--- config.mk ---
export PLATFORM = sky130hd
export DESIGN_NAME = sort_result_reader
export DESIGN_NICKNAME = d
export VERILOG_FILES = /design/src/rtl/sort_result_reader.sv
export SDC_FILE = /design/constraint.sdc
export NUM_CORES = 1
export LEC_CHECK = 0
export CORE_MARGIN = 1.5
export CORE_UTILIZATION = 53
export CTS_CLUSTER_SIZE = 25
export DETAILED_ROUTE_END_ITERATION = 8
export PLACE_DENSITY_LB_ADDON = 0.05
export SETUP_SLACK_MARGIN = 0.15
export SLEW_MARGIN = 20
export SYNTH_ARGS = -nofsm -noshare
export SYNTH_HDL_FRONTEND = slang
export SYNTH_SLANG_ARGS = --single-unit
--- constraint.sdc ---
create_clock -name clk -period 2.9 [get_ports clk]
set_input_delay 0.58 -clock clk [delete_from_list [all_inputs] [get_ports clk]]
set_output_delay 0.58 -clock clk [all_outputs]
set_load 0.05 [all_outputs]
--- src/rtl/sort_result_reader.sv ---
// Streams the sorted array out of the bubble-sort RAM after eoc, absorbing the 1-cycle RAM
// read latency in a 2-entry skid FIFO and flagging any out-of-order word seen by the consumer.
module sort_result_reader #(
    parameter int DATA_W  = 16,
    parameter int ADDR_W  = 16,
    parameter int N_WORDS = 16
) (
    input  logic              clk,
    input  logic              rst,
    input  logic              start,
    input  logic              eoc,
    output logic              mem_rd,
    output logic [ADDR_W-1:0] mem_addr,
    input  logic [DATA_W-1:0] mem_rdata,
    output logic              out_valid,
    input  logic              out_ready,
    output logic [DATA_W-1:0] out_data,
    output logic              out_last,
    output logic              busy,
    output logic              done,
    output logic              aborted,
    output logic              order_err,
    output logic [1:0]        dbg_state
);

    typedef enum logic [1:0] {
        IDLE  = 2'd0,
        READ  = 2'd1,
        DRAIN = 2'd2
    } state_t;

    state_t            state_q, state_d;
    logic [ADDR_W-1:0] rd_cnt_q, rd_cnt_d;
    logic              inflight_q, inflight_d;
    logic              inflight_last_q, inflight_last_d;
    logic [1:0]        count_q, count_d;
    logic [DATA_W-1:0] slot0_data_q, slot0_data_d, slot1_data_q, slot1_data_d;
    logic              slot0_last_q, slot0_last_d, slot1_last_q, slot1_last_d;
    logic [DATA_W-1:0] prev_q, prev_d;
    logic              first_q, first_d;
    logic              order_err_q, order_err_d;
    logic              done_q, done_d;
    logic              aborted_q, aborted_d;

    logic is_last_addr, abort, pop, push, last_xfer;

    // Handshake: a word moves when out_valid & out_ready at a rising edge; out_valid never
    // depends on out_ready, and the head entry is held unchanged while stalled.
    assign out_valid    = (count_q != 2'd0);
    assign out_data     = slot0_data_q;
    assign out_last     = slot0_last_q & out_valid;
    assign busy         = (state_q != IDLE);
    assign done         = done_q;
    assign aborted      = aborted_q;
    assign order_err    = order_err_q;
    assign mem_addr     = rd_cnt_q;
    assign dbg_state    = state_q;

    assign is_last_addr = (rd_cnt_q == ADDR_W'(N_WORDS - 1));
    assign abort        = busy & ~eoc;
    // Issue only when the read is guaranteed a FIFO slot when its data returns.
    assign mem_rd       = (state_q == READ) &&
                          (({1'b0, count_q} + {2'b00, inflight_q}) < 3'd2);
    assign pop          = out_valid & out_ready & ~abort;
    assign push         = inflight_q & ~abort;
    assign last_xfer    = pop & slot0_last_q;

    always_comb begin
        state_d         = state_q;
        rd_cnt_d        = rd_cnt_q;
        inflight_d      = mem_rd & ~abort;
        inflight_last_d = mem_rd & is_last_addr;
        count_d         = count_q;
        slot0_data_d    = slot0_data_q;
        slot0_last_d    = slot0_last_q;
        slot1_data_d    = slot1_data_q;
        slot1_last_d    = slot1_last_q;
        prev_d          = prev_q;
        first_d         = first_q;
        order_err_d     = order_err_q;
        done_d          = last_xfer;
        aborted_d       = abort;

        case (state_q)
            IDLE:    if (start && eoc) state_d = READ;
            READ:    if (abort) state_d = IDLE;
                     else if (mem_rd && is_last_addr) state_d = DRAIN;
            DRAIN:   if (abort || last_xfer) state_d = IDLE;
            default: state_d = IDLE;
        endcase

        if (state_d == IDLE) begin
            rd_cnt_d = '0;
        end else if (mem_rd && !is_last_addr) begin
            rd_cnt_d = rd_cnt_q + ADDR_W'(1);
        end

        if (abort) begin
            count_d = 2'd0;
        end else begin
            if (pop) begin
                slot0_data_d = slot1_data_q;
                slot0_last_d = slot1_last_q;
            end
            if (push) begin
                if (count_q == 2'd0 || (count_q == 2'd1 && pop)) begin
                    slot0_data_d = mem_rdata;
                    slot0_last_d = inflight_last_q;
                end else begin
                    slot1_data_d = mem_rdata;
                    slot1_last_d = inflight_last_q;
                end
            end
            count_d = count_q + {1'b0, push} - {1'b0, pop};
        end

        if (state_q == IDLE && state_d == READ) begin
            order_err_d = 1'b0;
            prev_d      = '0;
            first_d     = 1'b1;
        end else if (pop) begin
            if (!first_q && out_data < prev_q) order_err_d = 1'b1;
            prev_d  = out_data;
            first_d = 1'b0;
        end
    end

    always_ff @(posedge clk or posedge rst) begin
        if (rst) begin
            state_q         <= IDLE;
            rd_cnt_q        <= '0;
            inflight_q      <= 1'b0;
            inflight_last_q <= 1'b0;
            count_q         <= 2'd0;
            slot0_data_q    <= '0;
            slot0_last_q    <= 1'b0;
            slot1_data_q    <= '0;
            slot1_last_q    <= 1'b0;
            prev_q          <= '0;
            first_q         <= 1'b1;
            order_err_q     <= 1'b0;
            done_q          <= 1'b0;
            aborted_q       <= 1'b0;
        end else begin
            state_q         <= state_d;
            rd_cnt_q        <= rd_cnt_d;
            inflight_q      <= inflight_d;
            inflight_last_q <= inflight_last_d;
            count_q         <= count_d;
            slot0_data_q    <= slot0_data_d;
            slot0_last_q    <= slot0_last_d;
            slot1_data_q    <= slot1_data_d;
            slot1_last_q    <= slot1_last_d;
            prev_q          <= prev_d;
            first_q         <= first_d;
            order_err_q     <= order_err_d;
            done_q          <= done_d;
            aborted_q       <= aborted_d;
        end
    end

endmodule
== Yosys cells after proc, flatten, opt, wreduce, memory -nomap -nowiden ==
Index checks and enable logic that the tools add are counted.

* Register bits after elaboration: 76
* Bits in latches: 0
* Bits in writable memories: 0
* ROM bits: 0
* Input bits: 21
* Output and inout bits: 41
* Word-level logic and storage cells: 78
* Memories kept: 0

* Add/sub/neg operators: 4
* Multipliers: 0
* Div/mod/pow operators: 0
* $lt $le $gt $ge: 2
* Eq/ne operators: 5
* Shifts and indexed selects: 0
* Mux-type cells: 21
* Bitwise gates (word level): 11
* Reduce and logical (&&, ||, !) cells: 21

{| class="wikitable"
|+ Operators by type and width
! kind !! count
|-
| $mux W16 || 7
|-
| $add A16 B1 Y16 const B || 1
|-
| $eq A16 B4 Y1 const B || 1
|-
| $lt A16 B16 Y1 || 1
|-
| $mux W2 || 5
|-
| $reduce_bool A2 Y1 || 5
|-
| $and A1 B1 Y1 || 8
|-
| $mux W1 || 8
|-
| $logic_and A1 B1 Y1 || 7
|-
| $eq A2 B1 Y1 const B || 3
|-
| $logic_not A2 Y1 || 3
|-
| $pmux W2 S3 || 1
|-
| $add A2 B1 Y3 || 1
|-
| $lt A3 B2 Y1 const B || 1
|-
| $not A1 Y1 || 3
|-
| $reduce_and A3 Y1 || 1
|-
| $add A2 B1 Y2 || 1
|-
| $eq A2 B2 Y1 const B || 1
|-
| $logic_not A1 Y1 || 2
|-
| $logic_or A1 B1 Y1 || 2
|-
| $reduce_and A2 Y1 || 1
|-
| $sub A2 B1 Y2 || 1
|}

== Logic depth before layout (Yosys ltp) ==
Gate-level depths: netlist of run 1.

* Depth in word-level cells: 12
* Gate-level depth with buffers: 11
* Mapped depth without buffers: 9

== Worst setup path after synthesis of run 1 ==
OpenSTA, ideal clock, no wires.

* Kind: reg-to-reg
* Start point: reg state_q[1], in the netlist dbg_state[1]
* End point: reg count_q[1]
* Library setup time: 119 ps
* Arrival: 2344 ps
* Data required time: 2781 ps
* Setup slack: 437 ps
* Cell stages (with the launch flop): 12
* Buffers on the path: 2
* Period minus slack after synthesis: 2463 ps
* Path through: dfrtp_1 > clkbuf_2 > o21bai_4 > nand3_2 > clkinv_1 > buf_2 > ha_1 > inv_1 > ha_1 > xor2_1 > xnor2_1 > nor2_1

* Word-level cells in the longest chain between the ends: 7
* Elaborated cells between the ends (all ways): 8

{| class="wikitable"
|+ Ends and longest elaborated chain
! what !! RTL line !! RTL
|-
| from (decl) || 32 || <nowiki>state_t state_q, state_d;</nowiki>
|-
| from (signal assigned) || 145 || <nowiki>state_q <= state_d;</nowiki>
|-
| $reduce_bool A2 Y1 (*) || 52 || <nowiki>assign busy = (state_q != IDLE);</nowiki>
|-
| $and A1 B1 Y1 (*) || 60 || <nowiki>assign abort = busy & ~eoc;</nowiki>
|-
| $not A1 Y1 (no line) || n/a ||
|-
| $and A1 B1 Y1 || 65 || <nowiki>assign push = inflight_q & ~abort;</nowiki>
|-
| $add A2 B1 Y2 || 114 || <nowiki>count_d = count_q + {1'b0, push} - {1'b0, pop};</nowiki>
|-
| $sub A2 B1 Y2 || 114 ||
|-
| $mux W2 (*) || 98 || <nowiki>if (abort) begin</nowiki>
|-
| net count_d[1] || 36 || <nowiki>logic [1:0] count_q, count_d;</nowiki>
|-
| to (signal assigned) || 149 || <nowiki>count_q <= count_d;</nowiki>
|-
| to (decl) || 36 ||
|}

The timed path passes the listed nets; every way through them passes the cells marked *.
A chain may end at the register's enable or synchronous reset.

== Worst setup path in the final report of run 1 ==
* Start point: reg state_q[1], in the netlist dbg_state[1]
* End point: out busy

* Word-level cells in the longest chain between the ends: 1

{| class="wikitable"
|+ Ends and longest elaborated chain
! what !! RTL line !! RTL
|-
| $reduce_bool A2 Y1 || 52 ||
|-
| to (decl) || 19 || <nowiki>output logic busy,</nowiki>
|}

No other way between the ends.

==> metrics.md, run 1 <==
| Metric | Value |
|---|---|
| Clk pin slew, worst setup/hold paths | 80 ps |
| Vias | 3029 |
| Gate power share | 41.9% |
| Setup crit start | dbg_state[1] |
| Fin. Hold Viols | 0 |
| Async S/R FF share, synth | 100% |
| Crit path buf inv count | 1 |
| Number of clock sinks | between 70 and 80 |
| DRT iter0 DRCs | 148 |
| Max stage delay cell, worst path | clkdlybuf4s50_1 |
| Hold Path Class | flop to flop |
| Fin crit share | 86.1% |
| Seq pwr share | 36.4% |
| Synth top area share | 49.7% |
| Final setup viols | 0 |
| Worst vdd ir | around 0.4 mV |
| H-Tree Depth | 3 |
| Post-layout min period | 2500 ps |
| TritonCTS buffer count | 9 |
| Chip width | just under 90 um |
| HPWL Detailed | 5.55 mm |
| Seq cells post-synth | 76 |
| Register area share after synthesis | between 50% and 60% |
| Distinct cells, synth | 51 |
| CP endpoint kind | output port |
| Synth area leader | dfrtp_1 |
| IO Count | between 60 and 70 |
| Die span in y | 87.4 um |
| Synthesized net count | 427 |
| Synthesized area | 3780 um2 |
| Initial antenna violation count | 0 |
| Unrepaired setup endpoints after global routing | no |
| Area grow syn2layout | 25.8% |
| Post-CTS setup buffers | 0 |
| Avg Inst Size Synth | approximately 10 um2 |
| Via density | 5.49 |
| Peak Freq | 401 MHz |
| Global-route wire length before repair | between 10 and 15 mm |
| Measured slew at the worst slew-check pin | 516 ps |
| 1st-pass router iterations | 6 |
| CTS max path bufs | 2 |
| Ys flop type | dfrtp_1 |
| Status | finished, final reports clean |
| Number of flops mapped to enable cells by yosys | 0 |
| Largest stage delay, worst path | 700 ps |
| Final WL | 8.03 mm |
| DRC violations left | 0 |
| Gpl congestion | 0.840 |
| Die area | 7640 um2 |
| IO Port Bufs | 61 |
| Clk root buf | clkbuf_8 |
| Clock share of power | 21.7% |
| Wire length per cell | 14.5 um |
| Setup TNS | 0 ps |
| Worst path top cell family by delay | buffers and inverters |
| CTS tree | yes |
| Worst skew pair latency | 340 ps |
| Gr usage total | 23.2% |
| Hold_sp | slot1_data_q[0] |
| Most common cell in the synthesized netlist | nand2_1 |
| Final Max Tran Viols | 0 |
| Total core area | 6830 um2 |
| Final core occ | 69.6% |
| CTS resizes | 0 |
| Final nets | between 400 and 500 |
| Area contributors post-synth | dfrtp_1, nand2_1, ha_1 |
| Worst Setup Start Kind | flop |
| P_sw | around 1900 uW |
| Top cells by count, synth | nand2_1, dfrtp_1, a21oi_1 |
| Final ANT Viol Nets | 0 |
| Vias in the first global route | 3027 |
| Ys Warns | 0 |
| LEAKAGE | 0.00210 uW |
| N_diodes | 0 |
| CP Class | flop to output port |
| # rows | 30 |
| Worst Path Arrival | 1920 ps |
| Power Internal | 2890 uW |
| Relative slew slack | 65.5% |
| Syn Inst Count | around 390 |
| Total grt overflow | 0 |
| Max-Cap Viols | 0 |
| Pin count of the biggest net entering global routing | 36 |
| Net Sw Frac | 39.2% |
| Critical-path cell list | or2_2 > clkdlybuf4s50_1 |
| Worst Clk Skew | 9.44 ps |
| Hold_buf cts | 0 |
| Worst Path Required | 2320 ps |
| Initial Util | 55.3% |
| Crit path max fanout | 9 |
| Layout cells sized above 1 | 11.4% |
| R2r startpoint | count_q[1] |
| Power per cell area | approximately 1000 nW/um2 |
## routing by layer
metal | track usage, % | share of wire, %
met4 | 8.66 | 1.2
met1 | 30.7 | 46
met3 | 3.98 | 3.5
met5 | 0 | 0
met2 | 38.5 | 49
## sequential cells by signal, indices dropped and copies added (netlist names), 2 cells and up
signal	count
dbg_state	2
count_q	2
slot1_data_q	16
out_data	16
prev_q	16
mem_addr	16
## final timing paths
path	to	slack, ps	cells after the start
setup / recovery	busy	400	2
setup reg to reg	count_q[1]	960	9
max in group asynchronous	count_q[0]	1640	3
min in group asynchronous	slot1_data_q[6]	580	2
hold / removal	slot1_data_q[0]	500	1
hold reg to reg	slot1_data_q[0]	500	1
## kinds of logic after synthesis
kind of cell / after synthesis / share of synthesized area, %
multiplexers: 18 / 5.33
buffers and inverters: 40 / 4.34
AO/OA/AOI/OAI: 76 / 12.5
adder cells (fa/ha/maj): 18 / 5.96
XOR/XNOR: 6 / 1.39
flip-flops: 76 / 50.4
AND/OR/NAND/NOR: 154 / 20.1
## layout by cell type, fill, tap and decap left out, drive strengths merged, types with 9 or more instances in the layout
cell type / Yosys / final
mux2: 17 / 17
a21oi: 32 / 32
nor2: 26 / 26
nand2: 80 / 80
ha: 18 / 18
a31oi: 18 / 18
o21ai: 9 / 9
inv: 24 / 24
clkbuf: 8 / 10
nand4: 9 / 9
or3: 11 / 11
clkdlybuf4s50: 0 / 60
dfrtp: 75 / 75
## worst reg2reg max path, cell delays in order (launching register included)
cell and delay (ps):
dfrtp_1 470, or2_2 330, nand3_2 90, clkinv_1 80, ha_1 300, inv_1 60
ha_1 150, xor2_1 170, xnor2_1 130, nor2_1 50
## power by group through the flow
stage,combinational [uW],sequential [uW],clock (uW)
after floorplan,1060,2070,0
after global routing,2220,1780,1100
final,1990,1730,1030
after global placement,1930,1730,0
after detailed placement,2000,1750,0
after CTS,2010,1730,1050
## area by class of cell
| class | count | area (um2) |
|---|---|---|
| clock inverter | 5 | 125 |
| tap | 96 | 120 |
| timing repair buffer | 68 | 673 |
| inverter | 25 | 93.8 |
| multi-input combinational | 272 | 1710 |
| sequential | 76 | 1900 |
| clock buffer | 10 | 128 |
| fill | 561 | 2080 |
## per-stage QoR
stage | worst slack, ps | instances | hold WS (ps) | cell area, um2 | total power, uW
3_3_place_gp | 529 | 537 | 474 | 4500 | 3660
3_5_place_dp | 457 | 537 | 482 | 4500 | 3750
4_1_cts | 376 | 552 | 500 | 4750 | 4800
2_1_floorplan | 383 | 388 | 464 | 3780 | 3140
5_1_grt | 321 | 552 | 522 | 4750 | 5110
6_report | 404 | 552 | 496 | 4750 | 4750
Note: power is estimated with default switching activity, not from simulation.
==> run 2, diff against run 1 <==
--- a/config.mk
+++ b/config.mk
@@ -6,7 +6,7 @@
 export NUM_CORES = 1
 export LEC_CHECK = 0
 export CORE_MARGIN = 1.5
-export CORE_UTILIZATION = 53
+export CORE_UTILIZATION = 48
 export CTS_CLUSTER_SIZE = 25
 export DETAILED_ROUTE_END_ITERATION = 8
 export PLACE_DENSITY_LB_ADDON = 0.05
==> constraint.sdc (replaced) <==
create_clock -name clk -period 2.1 [get_ports clk]
set_input_delay 0.42 -clock clk [delete_from_list [all_inputs] [get_ports clk]]
set_output_delay 0.42 -clock clk [all_outputs]
set_load 0.05 [all_outputs]
==> run 2 against run 1 <==
  * Non-clock buffer count rose by 11
  * Largest cell class unchanged
  * Critical path depth fell by 1
  * Flip-flop and latch count unchanged
  * Largest power group unchanged
  * Cell count up 3.3%
==> metrics.md, run 2 (synthesized netlist as in run 1, its figures left out) <==
| Metric | Value |
|---|---|
| CTS tree | yes |
| Worst Path Required | about 1700 ps |
| Worst Path Arrival | 1500 ps |
| Largest stage delay, worst path | approximately 800 ps |
| Status | finished, final reports clean |
| TritonCTS buffer count | 9 |
| Clk pin slew, worst setup/hold paths | 70 ps |
| Fin crit share | just over 90% |
| Final Max Tran Viols | 0 |
| H-Tree Depth | 3 |
| Peak Freq | 521 MHz |
| IO Port Bufs | 61 |
| Initial antenna violation count | 0 |
| Setup TNS | 0 ps |
| Area grow syn2layout | 27.8% |
| Max stage delay cell, worst path | clkdlybuf4s50_1 |
| Final setup viols | 0 |
| HPWL Detailed | 5.50 mm |
| Final core occ | between 60% and 70% |
| Vias | 3075 |
| CP endpoint kind | output port |
| Vias in the first global route | approximately 2900 |
| Total power | 6220 uW |
| Die span in y | 91.7 um |
| Total grt overflow | 0 |
| Hold Path Class | input pin to async pin |
| CP Class | flop to output port |
| Total core area | 7690 um2 |
| Worst skew pair latency | about 360 ps |
| Post-layout min period | ~1900 ps |
| Most frequent cells in the layout | nand2_1, dfrtp_1, dlygate4sd2_1 |
| Gr usage total | between 20% and 30% |
| CTS max path bufs | 2 |
| Number of clock sinks | 76 |
| Layout cells sized above 1 | 15.8% |
| Worst setup margin | about 180 ps |
| Gpl congestion | about 0.77 |
| Max-Cap Viols | 0 |
| Critical-path cell list | clkdlybuf4s50_1 |
| Die area | 8410 um2 |
| Final nets | between 500 and 600 |
| Power per cell area | around 1300 nW/um2 |
| 1st-pass router iterations | 5 |
| Measured slew at the worst slew-check pin | 520 ps |
| # rows | 32 |
| Crit path buf inv count | 1 |
| Worst Clk Skew | around 9.7 ps |
| Global-route wire length before repair | 13.9 mm |
| Relative slew slack | about two thirds |
| DRT iter0 DRCs | 113 |
| Chip width | 91.7 um |
| DRC violations left | 0 |
| Via density | 5.39 |
| Hold_buf cts | 0 |
| Final ANT Viol Nets | 0 |
| Unrepaired setup endpoints after global routing | no |
| Fin. Hold Viols | 0 |
| Hold WS | 489 ps |
| Pre-CTS setup slack | -54.4 ps |
| Crit path max fanout | 1 |
| LEAKAGE | 0.00226 uW |
| Worst path top cell family by delay | buffers and inverters |
| Final WL | between 8 and 9 mm |
| Worst vdd ir | 0.665 mV |
| Wire length per cell | about 14 um |
| Pin count of the biggest net entering global routing | 77 |
| Clk root buf | clkbuf_8 |
| Most common cell after layout, fill and taps aside | nand2_1 |
| Worst Setup Start Kind | flop |
| IO Count | 62 |
| Initial Util | 49.1% |
| N_diodes | 0 |
==> run 2: cell count changes in the layout (fill, tap and decap cells not counted), moves of 4 or more <==
| cell | before | now |
|---|---|---|
| buf_12 | 1 | 6 |
| dlygate4sd2_1 | 0 | 35 |
| clkinvlp_4 | 0 | 5 |
| dfrtp_2 | 0 | 4 |
| buf_4 | 7 | 16 |
| clkdlybuf4s50_1 | 60 | 22 |
| dfrtp_1 | 75 | 71 |
==> run 2: worst paths after layout <==
check | start | slack [ps] | to | cells after the start
min in group clk | slot1_data_q[0] | 500 | slot1_data_q[0] | 1
setup / recovery | done | 180 | done | 1
max in group asynchronous | rst | 1240 | first_q | 3
hold / removal | rst | 490 | aborted | 3
hold reg to reg | slot1_data_q[0] | 500 | slot1_data_q[0] | 1
setup reg to reg | mem_addr[6] | 220 | dbg_state[0] | 4
==> run 2: power breakdown <==
group	total, uW	switching, uW	internal, uW
registers	2380	398	1980
clock network	1110	558	554
logic	2730	1670	1060
total	6220	2620	3600
==> run 2: timing repair <==
action,in CTS,in global routing
pin swaps,1,0
resized for setup,35,3
setup endpoints to repair,36,2
buffers inserted,1,3
==> run 2: area by class of cell <==
type                       count  area, um2
tap                          102        128
sequential                    76       1910
clock inverter                 5       61.3
multi-input combinational    272       1730
clock buffer                  11        131
fill                         672       2860
inverter                      25        106
timing repair buffer          79        767
==> run 2: per-layer routing <==
layer	share of wire, %	GRT usage (%)	vias up
li1	-	-	1508
met1	46	27.4	1500
met2	48	34.5	59
met3	4.5	3.57	8
met4	1.4	9.23	0
met5	0	0	-
==> run 2: through the flow <==
stage	cells	cell area [um2]
global route	570	4830
floorplan	388	3820
CTS	567	4770
global placement	550	4620
finish	570	4830
detailed placement	550	4620
==> run 3, diff against run 2 <==
--- a/config.mk
+++ b/config.mk
@@ -5,11 +5,11 @@
 export SDC_FILE = /design/constraint.sdc
 export NUM_CORES = 1
 export LEC_CHECK = 0
-export CORE_MARGIN = 1.5
-export CORE_UTILIZATION = 48
+export CORE_MARGIN = 2
+export CORE_UTILIZATION = 55
 export CTS_CLUSTER_SIZE = 25
 export DETAILED_ROUTE_END_ITERATION = 8
-export PLACE_DENSITY_LB_ADDON = 0.05
+export PLACE_DENSITY_LB_ADDON = 0.15
 export SETUP_SLACK_MARGIN = 0.15
 export SLEW_MARGIN = 20
 export SYNTH_ARGS = -nofsm -noshare
==> constraint.sdc (replaced) <==
create_clock -name clk -period 2.3 [get_ports clk]
set_input_delay 0.46 -clock clk [delete_from_list [all_inputs] [get_ports clk]]
set_output_delay 0.46 -clock clk [all_outputs]
set_load 0.05 [all_outputs]
==> run 3 against run 2 <==
  * Largest cell class unchanged
  * First-iteration DRC count up 35%
  * Routed wire length down 2.3%
  * Setup slack better by 28 ps
  * Non-clock buffer count down 7
==> metrics.md, run 3 (synthesized netlist as in run 1, its figures left out) <==
| Metric | Value |
|---|---|
| R2r startpoint | mem_addr[6] |
| Worst r2r dst | dbg_state[0] |
| Post-CTS setup buffers | 0 |
| Fin crit share | 91.0% |
| Critical-path cell list | clkdlybuf4s50_1 |
| DRT iter0 DRCs | 152 |
| Chip width | around 87 um |
| Via density | 5.70 |
| Initial antenna violation count | 0 |
| Final instance area | between 4000 and 5000 um2 |
| Reg2Reg Setup Slack | approximately 380 ps |
| Unrepaired setup endpoints after global routing | no |
| Area grow syn2layout | 25.4% |
| Hold_buf cts | 0 |
| Relative slew slack | 64.9% |
| Largest stage delay, worst path | 840 ps |
| CP Class | flop to output port |
| Hold Path Class | flop to flop |
| Final Max Tran Viols | 0 |
| Final WL | roughly 8 mm |
| Hold path endpoint | slot1_data_q[0] |
| Hold path depth | 1 |
| TritonCTS buffer count | 9 |
| R2R depth | 4 |
| Gpl congestion | 0.833 |
| Most common cell after layout, fill and taps aside | nand2_1 |
| Dpl cell area | 4540 um2 |
| Final nets | approximately 500 |
| Measured slew at the worst slew-check pin | 525 ps |
| Status | finished, final reports clean |
| Total core area | 6720 um2 |
| Die area | between 7000 and 8000 um2 |
| Number of clock sinks | between 70 and 80 |
| Vias in the first global route | about 3200 |
| LEAKAGE | 0.00217 uW |
| IO Port Bufs | 61 |
| Layout cells sized above 1 | 13.2% |
| Worst path top cell family by delay | buffers and inverters |
| Fin. Hold Viols | 0 |
| Max-Cap Viols | 0 |
| Worst Clk Skew | about 13 ps |
| Pin count of the biggest net entering global routing | 77 |
| Most frequent cells in the layout | nand2_1, dfrtp_1, clkdlybuf4s50_1 |
| Total grt overflow | 0 |
| Vias | about 3100 |
| Worst vdd ir | 0.420 mV |
| Wire length per cell | 14.8 um |
| # rows | 30 |
| IO Count | 62 |
| 1st-pass router iterations | 4 |
| Worst Path Arrival | 1630 ps |
| Fillers | 497 |
| Peak Freq | 478 MHz |
| Gr usage total | between 20% and 30% |
| CTS max path bufs | 2 |
| CTS tree | yes |
| Worst skew pair latency | 340 ps |
| HPWL Detailed | roughly 5.5 mm |
| Worst Path Required | 1840 ps |
| Post-layout min period | roughly 2100 ps |
| Max stage delay cell, worst path | clkdlybuf4s50_1 |
| Clk root buf | clkbuf_8 |
| Initial Util | 56.2% |
| CTS resizes | 4 |
| Setup TNS | 0 ps |
| N_diodes | 0 |
| Worst Setup Start Kind | flop |
| Global-route wire length before repair | 13.9 mm |
| Clk pin slew, worst setup/hold paths | 80 ps |
| H-Tree Depth | 3 |
| CP endpoint kind | output port |
| Final ANT Viol Nets | 0 |
| Power per cell area | about 1200 nW/um2 |
| DRC violations left | 0 |
| Crit path buf inv count | 1 |
| Worst setup margin | 208 ps |
| Final setup viols | 0 |
| Die span in y | 86.9 um |
| Pre-CTS setup slack | ~38 ps |
| Crit path max fanout | 7 |
| Hold_sp | slot1_data_q[0] |
run 3: cell types whose count changed in the layout (fill, tap and decap cells not counted), moves of 3 or more:
cell | previous run | this run
clkdlybuf4s50_1 | 22 | 53
buf_12 | 6 | 3
dlymetal6s2s_1 | 0 | 3
clkbuf_8 | 9 | 12
dlygate4sd2_1 | 35 | 4
clkinvlp_4 | 5 | 1
buf_4 | 16 | 9
run 3: worst max-delay path by stage:
stage / slack, ps / endpoint / start / depth (start not counted)
finish: 210 / mem_addr[2] / mem_addr[2] / 1
global route: 150 / mem_addr[2] / mem_addr[2] / 1
CTS: 190 / mem_addr[9] / mem_addr[9] / 1
detailed placement: 40 / count_q[1] / eoc / 10
global placement: 110 / count_q[1] / eoc / 10
floorplan: 50 / count_q[1] / dbg_state[1] / 11
run 3: stage by stage:
| step | power (uW) | instances | util, % | hold WS (ps) |
|---|---|---|---|---|
| 2_1_floorplan | 3960 | 388 | - | 464 |
| 3_3_place_gp | 4650 | 525 | 67.6 | 473 |
| 3_5_place_dp | 4760 | 525 | 67.6 | 494 |
| 4_1_cts | 5710 | 541 | 70.4 | 513 |
| 5_1_grt | 6110 | 541 | 70.5 | 528 |
| 6_report | 5680 | 541 | 70.5 | 502 |
run 3: area by class of cell:
class	instances	area [um2]	share of cell area (%)
Sequential cell	76	1910	40.2
Multi-Input combinational cell	272	1720	36.2
Timing Repair Buffer	72	731	15.4
Clock buffer	13	169	3.57
Tap cell	80	100	2.11
Inverter	25	97.6	2.06
Clock inverter	3	18.8	0.396
run 3: power breakdown:
group / switching [uW] / internal [uW] / total [uW] / leakage, uW
Sequential: 375 / 1810 / 2180 / 0.000979
Combinational: 1510 / 1030 / 2540 / 0.00109
Clock: 480 / 482 / 962 / 0.0000998
Total: 2360 / 3320 / 5680 / 0.00217
run 3: per-layer routing:
metal | part of all wire [%] | wire, um | GRT usage (%) | up-vias
met5 | 0 | 0 | 0 | -
met2 | 50 | 4030 | 39.3 | 45
met4 | 1.3 | 108 | 8.24 | 0
met1 | 46 | 3670 | 29.9 | 1535
li1 | - | - | - | 1492
met3 | 2.6 | 206 | 3.98 | 10
